[config.mk]
export PLATFORM = sky130hd
export DESIGN_NAME = binary_median_1xn
export DESIGN_NICKNAME = d
export VERILOG_FILES = /design/src/rtl/binary_median_pkg.sv /design/src/rtl/pipe_delay.sv /design/src/rtl/binary_median_1xn.sv
export SDC_FILE = /design/constraint.sdc
export NUM_CORES = 1
export LEC_CHECK = 0
export BUFFER_PORTS_ARGS = -buffer_cell sky130_fd_sc_hd__buf_2
export CORE_MARGIN = 2
export CORE_UTILIZATION = 55
export CTS_CLUSTER_DIAMETER = 150
export DETAILED_ROUTE_END_ITERATION = 12
export GPL_ROUTABILITY_DRIVEN = 0
export HOLD_SLACK_MARGIN = 0.1
export PLACE_DENSITY = 0.82
export SYNTH_ARGS = -nofsm -noshare
export SYNTH_HDL_FRONTEND = slang
export SYNTH_SLANG_ARGS = --single-unit
export TNS_END_PERCENT = 1
[constraint.sdc]
create_clock -name clk -period 2.95 [get_ports clk]
set_clock_uncertainty 0.1 [all_clocks]
set_input_delay 0.1475 -clock clk [delete_from_list [all_inputs] [get_ports clk]]
set_output_delay 0.1475 -clock clk [all_outputs]
set_load 0.05 [all_outputs]
[src/rtl/binary_median_pkg.sv]
// Shared definitions for the binary median stage: mode encodings and the
// parameter-derived widths and latency used by both RTL and testbench.
package binary_median_pkg;

    // Runtime filter modes selected by mode_in
    localparam logic [1:0] MODE_MEDIAN = 2'd0;
    localparam logic [1:0] MODE_ERODE  = 2'd1;
    localparam logic [1:0] MODE_DILATE = 2'd2;
    localparam logic [1:0] MODE_BYPASS = 2'd3;

    // Ceiling log2; clog2(WIN+1) bits hold a popcount of 0..WIN
    function automatic int clog2(input int value);
        int result = 0;
        for (int v = value - 1; v > 0; v = v >> 1) begin
            result++;
        end
        return result;
    endfunction

    // Edges from a sample entering to its centred result on data_out:
    // half a window to reach the centre tap, one edge for the window
    // update and one for the registered decision.
    function automatic int lat_of(input int win);
        return (win - 1) / 2 + 2;
    endfunction

endpackage

[src/rtl/pipe_delay.sv]
// Fixed-depth register delay line with synchronous clear, clocked on the
// falling edge like the rest of the camera pipeline.
module pipe_delay #(
    parameter int WIDTH = 1,
    parameter int DEPTH = 1
) (
    input  logic             clk,
    input  logic             reset,
    input  logic [WIDTH-1:0] d,
    output logic [WIDTH-1:0] q
);

    logic [WIDTH-1:0] stage [DEPTH];

    // Shift d through DEPTH stages; reset empties the whole line
    always_ff @(negedge clk) begin
        if (reset) begin
            // NOTE: this is a register chain, not a RAM, so every stage is
            // cleared; otherwise stale enables would leak out after reset.
            for (int i = 0; i < DEPTH; i++) begin
                stage[i] <= '0;
            end
        end else begin
            stage[0] <= d;
            for (int i = 1; i < DEPTH; i++) begin
                stage[i] <= stage[i-1];
            end
        end
    end

    assign q = stage[DEPTH-1];

endmodule

[src/rtl/binary_median_1xn.sv]
// Horizontal 1xWIN binary morphology on one bit-plane of the camera stream.
// A running popcount over the last WIN samples of the current line drives a
// median/threshold, erode, dilate or bypass decision; the line qualifiers
// are delayed so every output describes the window's centre pixel.
// All registers update on the falling edge of clk to match the pipeline.
module binary_median_1xn
    import binary_median_pkg::*;
#(
    parameter  int WIN     = 15,
    parameter  int DATA_W  = 16,
    parameter  int BIT_SEL = 15,
    parameter  int HCNT_W  = 10,
    parameter  int PCNT_W  = 11,
    localparam int CW      = clog2(WIN + 1)
) (
    input  logic              clk,
    input  logic              reset,
    input  logic              Cam_enable_in,
    input  logic [HCNT_W-1:0] CamHsync_count_in,
    input  logic [PCNT_W-1:0] CamPix_count_in,
    input  logic [DATA_W-1:0] data_in,
    input  logic [CW-1:0]     thr_in,
    input  logic [1:0]        mode_in,
    output logic              Cam_enable_out,
    output logic [HCNT_W-1:0] CamHsync_count_out,
    output logic [PCNT_W-1:0] CamPix_count_out,
    output logic [DATA_W-1:0] data_out,
    output logic [CW-1:0]     cnt_out
);

    localparam int          LAT    = lat_of(WIN);
    localparam int          CENTRE = (WIN - 1) / 2;
    localparam logic [CW-1:0] WIN_CW = CW'(WIN);

    // Sample and line-start detection
    logic          en_prev;
    logic          b;
    logic          ls;

    // Window state: w[0] is the newest sample, w[WIN-1] the oldest
    logic [WIN-1:0] w;
    logic [CW-1:0]  cnt;
    logic [CW:0]    cnt_sum;

    // Configuration latched during blanking
    logic [CW-1:0]  thr_q;
    logic [1:0]     mode_q;
    logic [CW-1:0]  thr_clamped;

    // Decision stage
    logic           decision;
    logic           dec_q;
    logic [CW-1:0]  cnt_q;
    logic           en_dly;

    // Only the selected bit plane is filtered and the popcount never carries
    // out; these bits are collected here so they read as deliberately unused.
    logic           unused_bits;
    assign unused_bits = ^{data_in, cnt_sum[CW]};

    // Blanking samples insert zeros; a rising enable marks a new line
    assign b  = data_in[BIT_SEL] & Cam_enable_in;
    assign ls = Cam_enable_in & ~en_prev;

    // One extra bit keeps the add-then-subtract from wrapping when cnt = WIN
    assign cnt_sum = {1'b0, cnt} + {{CW{1'b0}}, b} - {{CW{1'b0}}, w[WIN-1]};

    // Thresholds above WIN make median mode permanently output 0
    assign thr_clamped = (thr_in > WIN_CW) ? WIN_CW : thr_in;

    // Shift the window and keep its popcount; a line start clears history
    always_ff @(negedge clk) begin
        if (reset) begin
            en_prev <= 1'b0;
            w       <= '0;
            cnt     <= '0;
        end else begin
            // NOTE: non-blocking updates let w and cnt both see the previous
            // window, so the incremental count stays in step with the shift.
            en_prev <= Cam_enable_in;
            if (ls) begin
                w   <= {{(WIN-1){1'b0}}, b};
                cnt <= {{(CW-1){1'b0}}, b};
            end else begin
                w   <= {w[WIN-2:0], b};
                cnt <= CW'(cnt_sum);
            end
        end
    end

    // Accept new threshold and mode only while the pixel stream is blank
    always_ff @(negedge clk) begin
        if (reset) begin
            thr_q  <= CW'(CENTRE);
            mode_q <= MODE_MEDIAN;
        end else if (!Cam_enable_in) begin
            thr_q  <= thr_clamped;
            mode_q <= mode_in;
        end
    end

    // Per-mode decision from the current window
    always_comb begin
        // NOTE: default first so every path assigns decision and no latch forms.
        decision = 1'b0;
        case (mode_q)
            MODE_MEDIAN: decision = (cnt > thr_q);
            MODE_ERODE:  decision = (cnt == WIN_CW);
            MODE_DILATE: decision = (cnt != '0);
            default:     decision = w[CENTRE];
        endcase
    end

    // Register the decision and the popcount that produced it
    always_ff @(negedge clk) begin
        if (reset) begin
            dec_q <= 1'b0;
            cnt_q <= '0;
        end else begin
            dec_q <= decision;
            cnt_q <= cnt;
        end
    end

    // Line qualifiers delayed to line up with the window centre
    pipe_delay #(.WIDTH(1), .DEPTH(LAT)) u_en_dly (
        .clk   (clk),
        .reset (reset),
        .d     (Cam_enable_in),
        .q     (en_dly)
    );

    pipe_delay #(.WIDTH(HCNT_W), .DEPTH(LAT)) u_hcnt_dly (
        .clk   (clk),
        .reset (reset),
        .d     (CamHsync_count_in),
        .q     (CamHsync_count_out)
    );

    pipe_delay #(.WIDTH(PCNT_W), .DEPTH(LAT)) u_pcnt_dly (
        .clk   (clk),
        .reset (reset),
        .d     (CamPix_count_in),
        .q     (CamPix_count_out)
    );

    assign Cam_enable_out = en_dly;
    assign data_out       = {DATA_W{dec_q & en_dly}};
    assign cnt_out        = cnt_q;

endmodule

# Word-level counts from Yosys, hierarchy flattened
# Memories as Yosys holds them, arrays and structs flattened.
# Index checks and enable logic that the tools add are counted.
# totals
out_inout_bits	42
wordCells	86
ff_bits	31
n_memories	3
input_bits	46
ramBits	198
# memory_table
memory	words	word_bits	read_ports	rd_clocked_by_memory_dff	wr	line_no	source
u_pcnt_dly.stage	9	11	9	0	9	pipe_delay.sv:13	logic [WIDTH-1:0] stage [DEPTH];
u_hcnt_dly.stage	9	10	9	0	9	pipe_delay.sv:13	
u_en_dly.stage	9	1	9	0	9	pipe_delay.sv:13	
# op_classes
reduce_logical	3
bitwise	31
mux	33
n_eq_ne	3
add_sub_neg	2
order_cmp	2
# ops
op	n
two-way mux 11 bit	9
two-way mux 10 bit	9
bitwise OR 1 bit	27
two-way mux 1 bit	13
adder 4 x 1 -> 4 bit	1
== test 4 bit (second input constant)	1
> comparator 4 bit	1
> comparator 4 bit (second input constant)	1
two-way mux 4 bit	1
nonzero test 4 bit	1
subtractor 4 x 1 -> 4 bit	1
bitwise AND 1 bit	3
case mux 1 bit (3 select lines)	1
== test 2 x 1 -> 1 bit (second input constant)	1
== test 2 bit (second input constant)	1
logical NOT 2 bit	1
OR reduction 2 bit	1
NOT 1 bit	1

# Logic depth before layout (Yosys ltp)
# Gate-level depths: netlist of run 1.
# depth
word_depth	4
mapped_depth	8
depth_no_buf	8

# Cells and area by module
# Synthesis of run 1 repeated with hierarchy kept, for this count alone.
# hier_totals
cells_unflattened	568
hier_area_um2	6862.8
# modules_own_cells
mod	seq_area_each_um2	cells_each	n_inst	area_each_um2
pipe_delay (u_pcnt_dly)	1981.9	221	1	2761.4
pipe_delay (u_hcnt_dly)	1801.7	201	1	2556.2
binary_median_1xn	620.6	127	1	1305.0
pipe_delay (u_en_dly)	180.2	19	1	240.2

==> impl_metrics.env, run 1 <==
export IMPL_final_cell_area_um2=8590
export IMPL_pin_count=88
export IMPL_cts_buffers_inserted=22
export IMPL_cp_arrival_ps=2800
export IMPL_syn_inst=564
export IMPL_rsz0062_at_grt="true"
export IMPL_crit_required_ps=2700
export IMPL_vias_per_cell=4.25
export IMPL_yosysTopAreaCellShare=0.678
export IMPL_slew_headroom=0.735
export IMPL_nNetsFinal=889
export IMPL_route_detailed_drc=0
export IMPL_ant_nets=0
export IMPL_async_reset_ff_frac=0
export IMPL_synth_avg_cell_area_um2=11.9
export IMPL_power_mw=7.14
export IMPL_ys_ff_latch=228
export IMPL_nFillCells=775
export IMPL_violations="setup timing"
export IMPL_die_h_um=115
export IMPL_place_ws_ps=11.6
export IMPL_routed_wl_mm=9.76
export IMPL_crit_fanout=8
export IMPL_antenna_found_initial=0
export IMPL_slew_violations=0
export IMPL_placed_cell_area_um2=6960
export IMPL_die_area_um2=13100
export IMPL_via_count=4222
export IMPL_hold_path_class="flip-flop to flip-flop"
export IMPL_status="finished with violations"
export IMPL_ys_seq_area_frac=0.678
export IMPL_grt_max_degree=106
export IMPL_layout_cells_most_common_list="inv_1, dfxtp_1, nor2b_1"
export IMPL_dr_pass1_iters=4
export IMPL_critPathLaunchType="flip-flop"
export IMPL_overflow=0
export IMPL_end_kind="output port"
export IMPL_grt_pass1_wl_mm=16.2
export IMPL_critPathKind="flip-flop to output port"
export IMPL_p_sw_mw=2.00
export IMPL_first_iter_violations=146
export IMPL_hold_viol_final=0
export IMPL_finalSetupViolCount=16
export IMPL_dpl_hpwl_mm=4.24
export IMPL_internal_power_mw=5.14
export IMPL_ys_warn_count=0
export IMPL_p_leak_nw=4.51
export IMPL_synth_top_cells_by_area="dfxtp_1, nor2b_1, buf_4"
export IMPL_syn_nets=621
export IMPL_clkTransAtPathRegs_ps=70
export IMPL_switching_share=0.280
export IMPL_synthToLayoutAreaGrowth_pct=27.6
export IMPL_synth_top_flop_cell="dfxtp_1"
export IMPL_root_buffer="clkbuf_16"
export IMPL_clkSinkCount=228
export IMPL_final_common_cell="inv_1"
export IMPL_ir_drop_v=0.000515
export IMPL_drive_above_1_share=0.136
export IMPL_worst_slew_pin_slew_ps=397
export IMPL_clk_insertion_delay_late_ps=580
export IMPL_wire_per_inst_um=9.83
export IMPL_drv_cap=0
export IMPL_start_util=0.563
export IMPL_p_comb_frac=0.023
export IMPL_power_density_nw_per_um2=831
export IMPL_grt_usage=0.151
export IMPL_die_width_um=115
export IMPL_layout_setup_ws_ps=-96.7
export IMPL_cts_path_max_buffers=3
export IMPL_tritoncts="built"
export IMPL_synth_top_area_cell="dfxtp_1"
export IMPL_synth_cell_area_um2=6740
export IMPL_synth_edff_count=0
export IMPL_coreArea_um2=12000
export IMPL_cts_setup_buffers=0
export IMPL_htree_levels=1
export IMPL_p_clk_frac=0.531
export IMPL_grt_pass1_vias=4442
export IMPL_seqPwrFrac=0.446
export IMPL_diodes=0
export IMPL_row_count=40
export IMPL_port_buffers=72
export IMPL_synth_cell_types=23
==> kinds of logic after synthesis <==
kind of cell             Yosys count  synth area share
buffers and inverters             73            0.0648
flip-flops                       228             0.678
XOR/XNOR                           2           0.00260
multiplexers                       4           0.00594
adder cells (fa/ha/maj)           11            0.0215
AND/OR/NAND/NOR                  234             0.212
AO/OA/AOI/OAI                     12            0.0152
==> flip-flops by register name, summed over array words and instances (netlist names) <==
name              cells
cnt                   4
w                    15
dec_q                 1
cnt_out               4
thr_q                 4
mode_q                2
u_pcnt_dly.stage     99
u_hcnt_dly.stage     90
u_en_dly.stage        9
==> routing by layer <==
metal  GRT usage  share of wire  vias to the layer above
met5           0              0                        -
met4       0.115          0.022                        0
met3      0.0905          0.061                       21
met2       0.275           0.55                      118
met1       0.112           0.37                     1873
li1            -              -                     2210
==> Yosys cell counts, types with 2 or more instances <==
master	number
buf_2	21
nor2b_1	204
a21oi_1	2
a21o_1	2
dfxtp_1	228
and2_1	15
mux2i_1	4
inv_1	12
a211o_1	3
nor2_1	14
buf_4	36
ha_1	10
clkbuf_1	3
==> worst max-delay path, cell delays in order (launching register included) <==
cell	delay [ps]
dfxtp_1	350
and2_4	240
buf_6	180
==> through the flow <==
stage / setup TNS (ps) / util / std cells / hold WS [ps]
detailed placement: 0 / 0.582 / 727 / 320
finish: -1440 / 0.718 / 993 / 300
floorplan: 0 / - / 564 / 306
CTS: -1380 / 0.718 / 993 / 311
global route: -2010 / 0.718 / 993 / 334
global placement: 0 / 0.582 / 727 / 311
==> worst paths after layout <==
path | start | slack (ps) | to | depth (start not counted)
worst min register to register | w[6] | 300 | w[7] | 1
worst max register to register | cnt[0] | 1060 | cnt[2] | 8
worst min-delay path | w[6] | 300 | w[7] | 1
worst max-delay path | dec_q | -100 | data_out[5] | 2
==> area by class of cell <==
type                    instances  area (um^2)  share of cell area
flip-flops and latches        228         4570               0.531
multi-input cells             264         1750               0.203
clock inverters               243          951               0.111
clock buffers                  23          576              0.0670
repair buffers                 77          529              0.0616
well taps                     147          184              0.0214
inverters                      11         41.3             0.00481
==> power groups by stage <==
stage | Combinational (mW) | Clock [mW] | Sequential [mW]
after floorplan | 0.116 | 0.468 | 3.22
after global placement | 0.152 | 0.468 | 3.22
after detailed placement | 0.161 | 0.468 | 3.22
after CTS | 0.164 | 3.94 | 3.18
after global routing | 0.184 | 4.29 | 3.18
final | 0.164 | 3.79 | 3.18
==> repair_timing <==
action | in CTS | in global routing
pin swaps | 1 | 0
endpoints found under the setup margin | 16 | 16
hold buffers | 0 | 0
resized for setup | 33 | 0
cloned | 1 | 0
Power figures use the tool's default switching activity.
==> run 2: changes to the inputs <==
--- a/config.mk
+++ b/config.mk
@@ -13,6 +13,7 @@
 export GPL_ROUTABILITY_DRIVEN = 0
 export HOLD_SLACK_MARGIN = 0.1
 export PLACE_DENSITY = 0.82
+export REMOVE_ABC_BUFFERS = 1
 export SYNTH_ARGS = -nofsm -noshare
 export SYNTH_HDL_FRONTEND = slang
 export SYNTH_SLANG_ARGS = --single-unit
==> run 2 against run 1 <==
The flow still finishes with violations (setup timing). Critical path depth is the same. Setup slack gained 9.0 ps. Design area grew 1.3%. Non-clock buffer count is the same. Clock power grew 12%. Total power grew 6.3%. Via count grew 0.36%. Routed wire length grew 4.4%. Sequential cell count is the same. Final cell count grew 0.20%.
==> impl_metrics.env, run 2 (same netlist as run 1, synthesis figures left out) <==
export IMPL_synthToLayoutAreaGrowth_pct=29.2
export IMPL_p_leak_nw=4.58
export IMPL_cts_path_max_buffers=3
export IMPL_violations="setup timing"
export IMPL_grt_max_degree=99
export IMPL_tritoncts="built"
export IMPL_row_count=40
export IMPL_whs_ps=311
export IMPL_grt_pass1_wl_mm=17.1
export IMPL_final_cell_area_um2=8700
export IMPL_finalSetupViolCount=16
export IMPL_fin_tns_setup_ps=-1330
export IMPL_drv_cap=0
export IMPL_drive_above_1_share=0.137
export IMPL_status="finished with violations"
export IMPL_grt_pass1_vias=4633
export IMPL_dr_pass1_iters=4
export IMPL_placed_cell_area_um2=6940
export IMPL_die_width_um=115
export IMPL_largest_reg_flops=99
export IMPL_cts_setup_buffers=0
export IMPL_nNetsFinal=890
export IMPL_top_register="u_pcnt_dly.stage"
export IMPL_die_area_um2=13100
export IMPL_layout_cells_most_common_list="inv_1, dfxtp_1, nor2b_1"
export IMPL_hold_start="u_hcnt_dly.stage[0][52]"
export IMPL_cts_buffers_inserted=23
export IMPL_hold_path_class="flip-flop to flip-flop"
export IMPL_crit_fanout=8
export IMPL_diodes=0
export IMPL_ant_nets=0
export IMPL_hold_viol_final=0
export IMPL_grt_usage=0.159
export IMPL_cp_arrival_ps=2790
export IMPL_final_common_cell="inv_1"
export IMPL_pin_count=88
export IMPL_post_route_util=0.728
export IMPL_coreArea_um2=12000
export IMPL_start_util=0.563
export IMPL_routed_wl_mm=10.2
export IMPL_critPathLaunchType="flip-flop"
export IMPL_dpl_hpwl_mm=4.53
export IMPL_top_regs="u_pcnt_dly.stage (99), u_hcnt_dly.stage (90), w (15)"
export IMPL_slew_headroom=0.712
export IMPL_slew_violations=0
export IMPL_wire_per_inst_um=10.2
export IMPL_route_detailed_drc=0
export IMPL_crit_required_ps=2700
export IMPL_holdBufCountCts=0
export IMPL_overflow=0
export IMPL_antenna_found_initial=0
export IMPL_htree_levels=1
export IMPL_clkTransAtPathRegs_ps=50
export IMPL_ir_drop_v=0.000486
export IMPL_worst_r2r_startpoint="cnt[0]"
export IMPL_root_buffer="clkbuf_16"
export IMPL_worst_slew_pin_slew_ps=431
export IMPL_vias_per_cell=4.26
export IMPL_clk_insertion_delay_late_ps=560
export IMPL_via_count=4237
export IMPL_port_buffers=72
export IMPL_power_density_nw_per_um2=872
export IMPL_end_kind="output port"
export IMPL_clkSinkCount=228
export IMPL_layout_setup_ws_ps=-87.6
export IMPL_critPathKind="flip-flop to output port"
export IMPL_first_iter_violations=102
export IMPL_crit_start="u_en_dly.stage[0][8]"
export IMPL_rsz0062_at_grt="true"
export IMPL_die_h_um=115
==> run 2: changes by cell type in the layout (fill, tap and decap cells not counted) <==
| cell | before | now |
|---|---|---|
| clkinvlp_2 | 8 | 3 |
| bufinv_16 | 1 | 5 |
| buf_12 | 2 | 1 |
| buf_4 | 3 | 4 |
| clkinv_8 | 0 | 1 |
| dfxtp_1 | 227 | 228 |
| dfxtp_2 | 1 | 0 |
| inv_4 | 1 | 2 |
| inv_6 | 0 | 1 |
==> run 2: stage by stage <==
| stage | worst slack [ps] | instances | power (mW) |
|---|---|---|---|
| after floorplan | -4800 | 503 | 3.76 |
| after global placement | 102 | 727 | 3.84 |
| after detailed placement | 20.0 | 727 | 3.85 |
| after CTS | -76.4 | 995 | 7.75 |
| after global routing | -134 | 995 | 8.10 |
| final | -87.6 | 995 | 7.59 |
==> run 2: worst paths after layout <==
path	cells past startpoint	slack (ps)	end
hold / removal	1	310	u_hcnt_dly.stage[0][62]
setup / recovery	2	-90	data_out[12]
hold reg to reg	1	310	u_hcnt_dly.stage[0][62]
setup reg to reg	8	1090	cnt[3]
==> run 2: layout make-up <==
| class | count | area [um^2] |
|---|---|---|
| clock buffers | 23 | 576 |
| clock inverters | 245 | 1080 |
| fillers | 761 | 3260 |
| inverters | 11 | 41.3 |
| multi-input cells | 264 | 1750 |
| flip-flops and latches | 228 | 4560 |
| well taps | 147 | 184 |
| repair buffers | 77 | 517 |
==> run 2: what timing repair did <==
action,4_1_cts,5_1_grt
pin swaps,1,0
gates resized for setup,35,0
cloned,1,0
endpoints found under the setup margin,16,16
==> run 2: critical path, cell delays in order, from the launching register on <==
cell and delay, ps:
dfxtp_1 350, and2_4 240, buf_6 180
==> run 2: where the power goes <==
group          leakage, nW  internal [mW]  switching, mW  total (mW)
Clock                 1.62           2.28           1.96        4.24
Combinational         1.11         0.0723         0.0916       0.164
Sequential            1.85           3.16         0.0177        3.18
Total                 4.58           5.52           2.07        7.59
==> run 2: per-layer routing <==
metal,vias up,global-route usage,part of all wire
li1,2222,-,-
met1,1882,0.131,0.38
met2,112,0.279,0.54
met3,21,0.0821,0.056
met4,0,0.129,0.020
met5,-,0,0
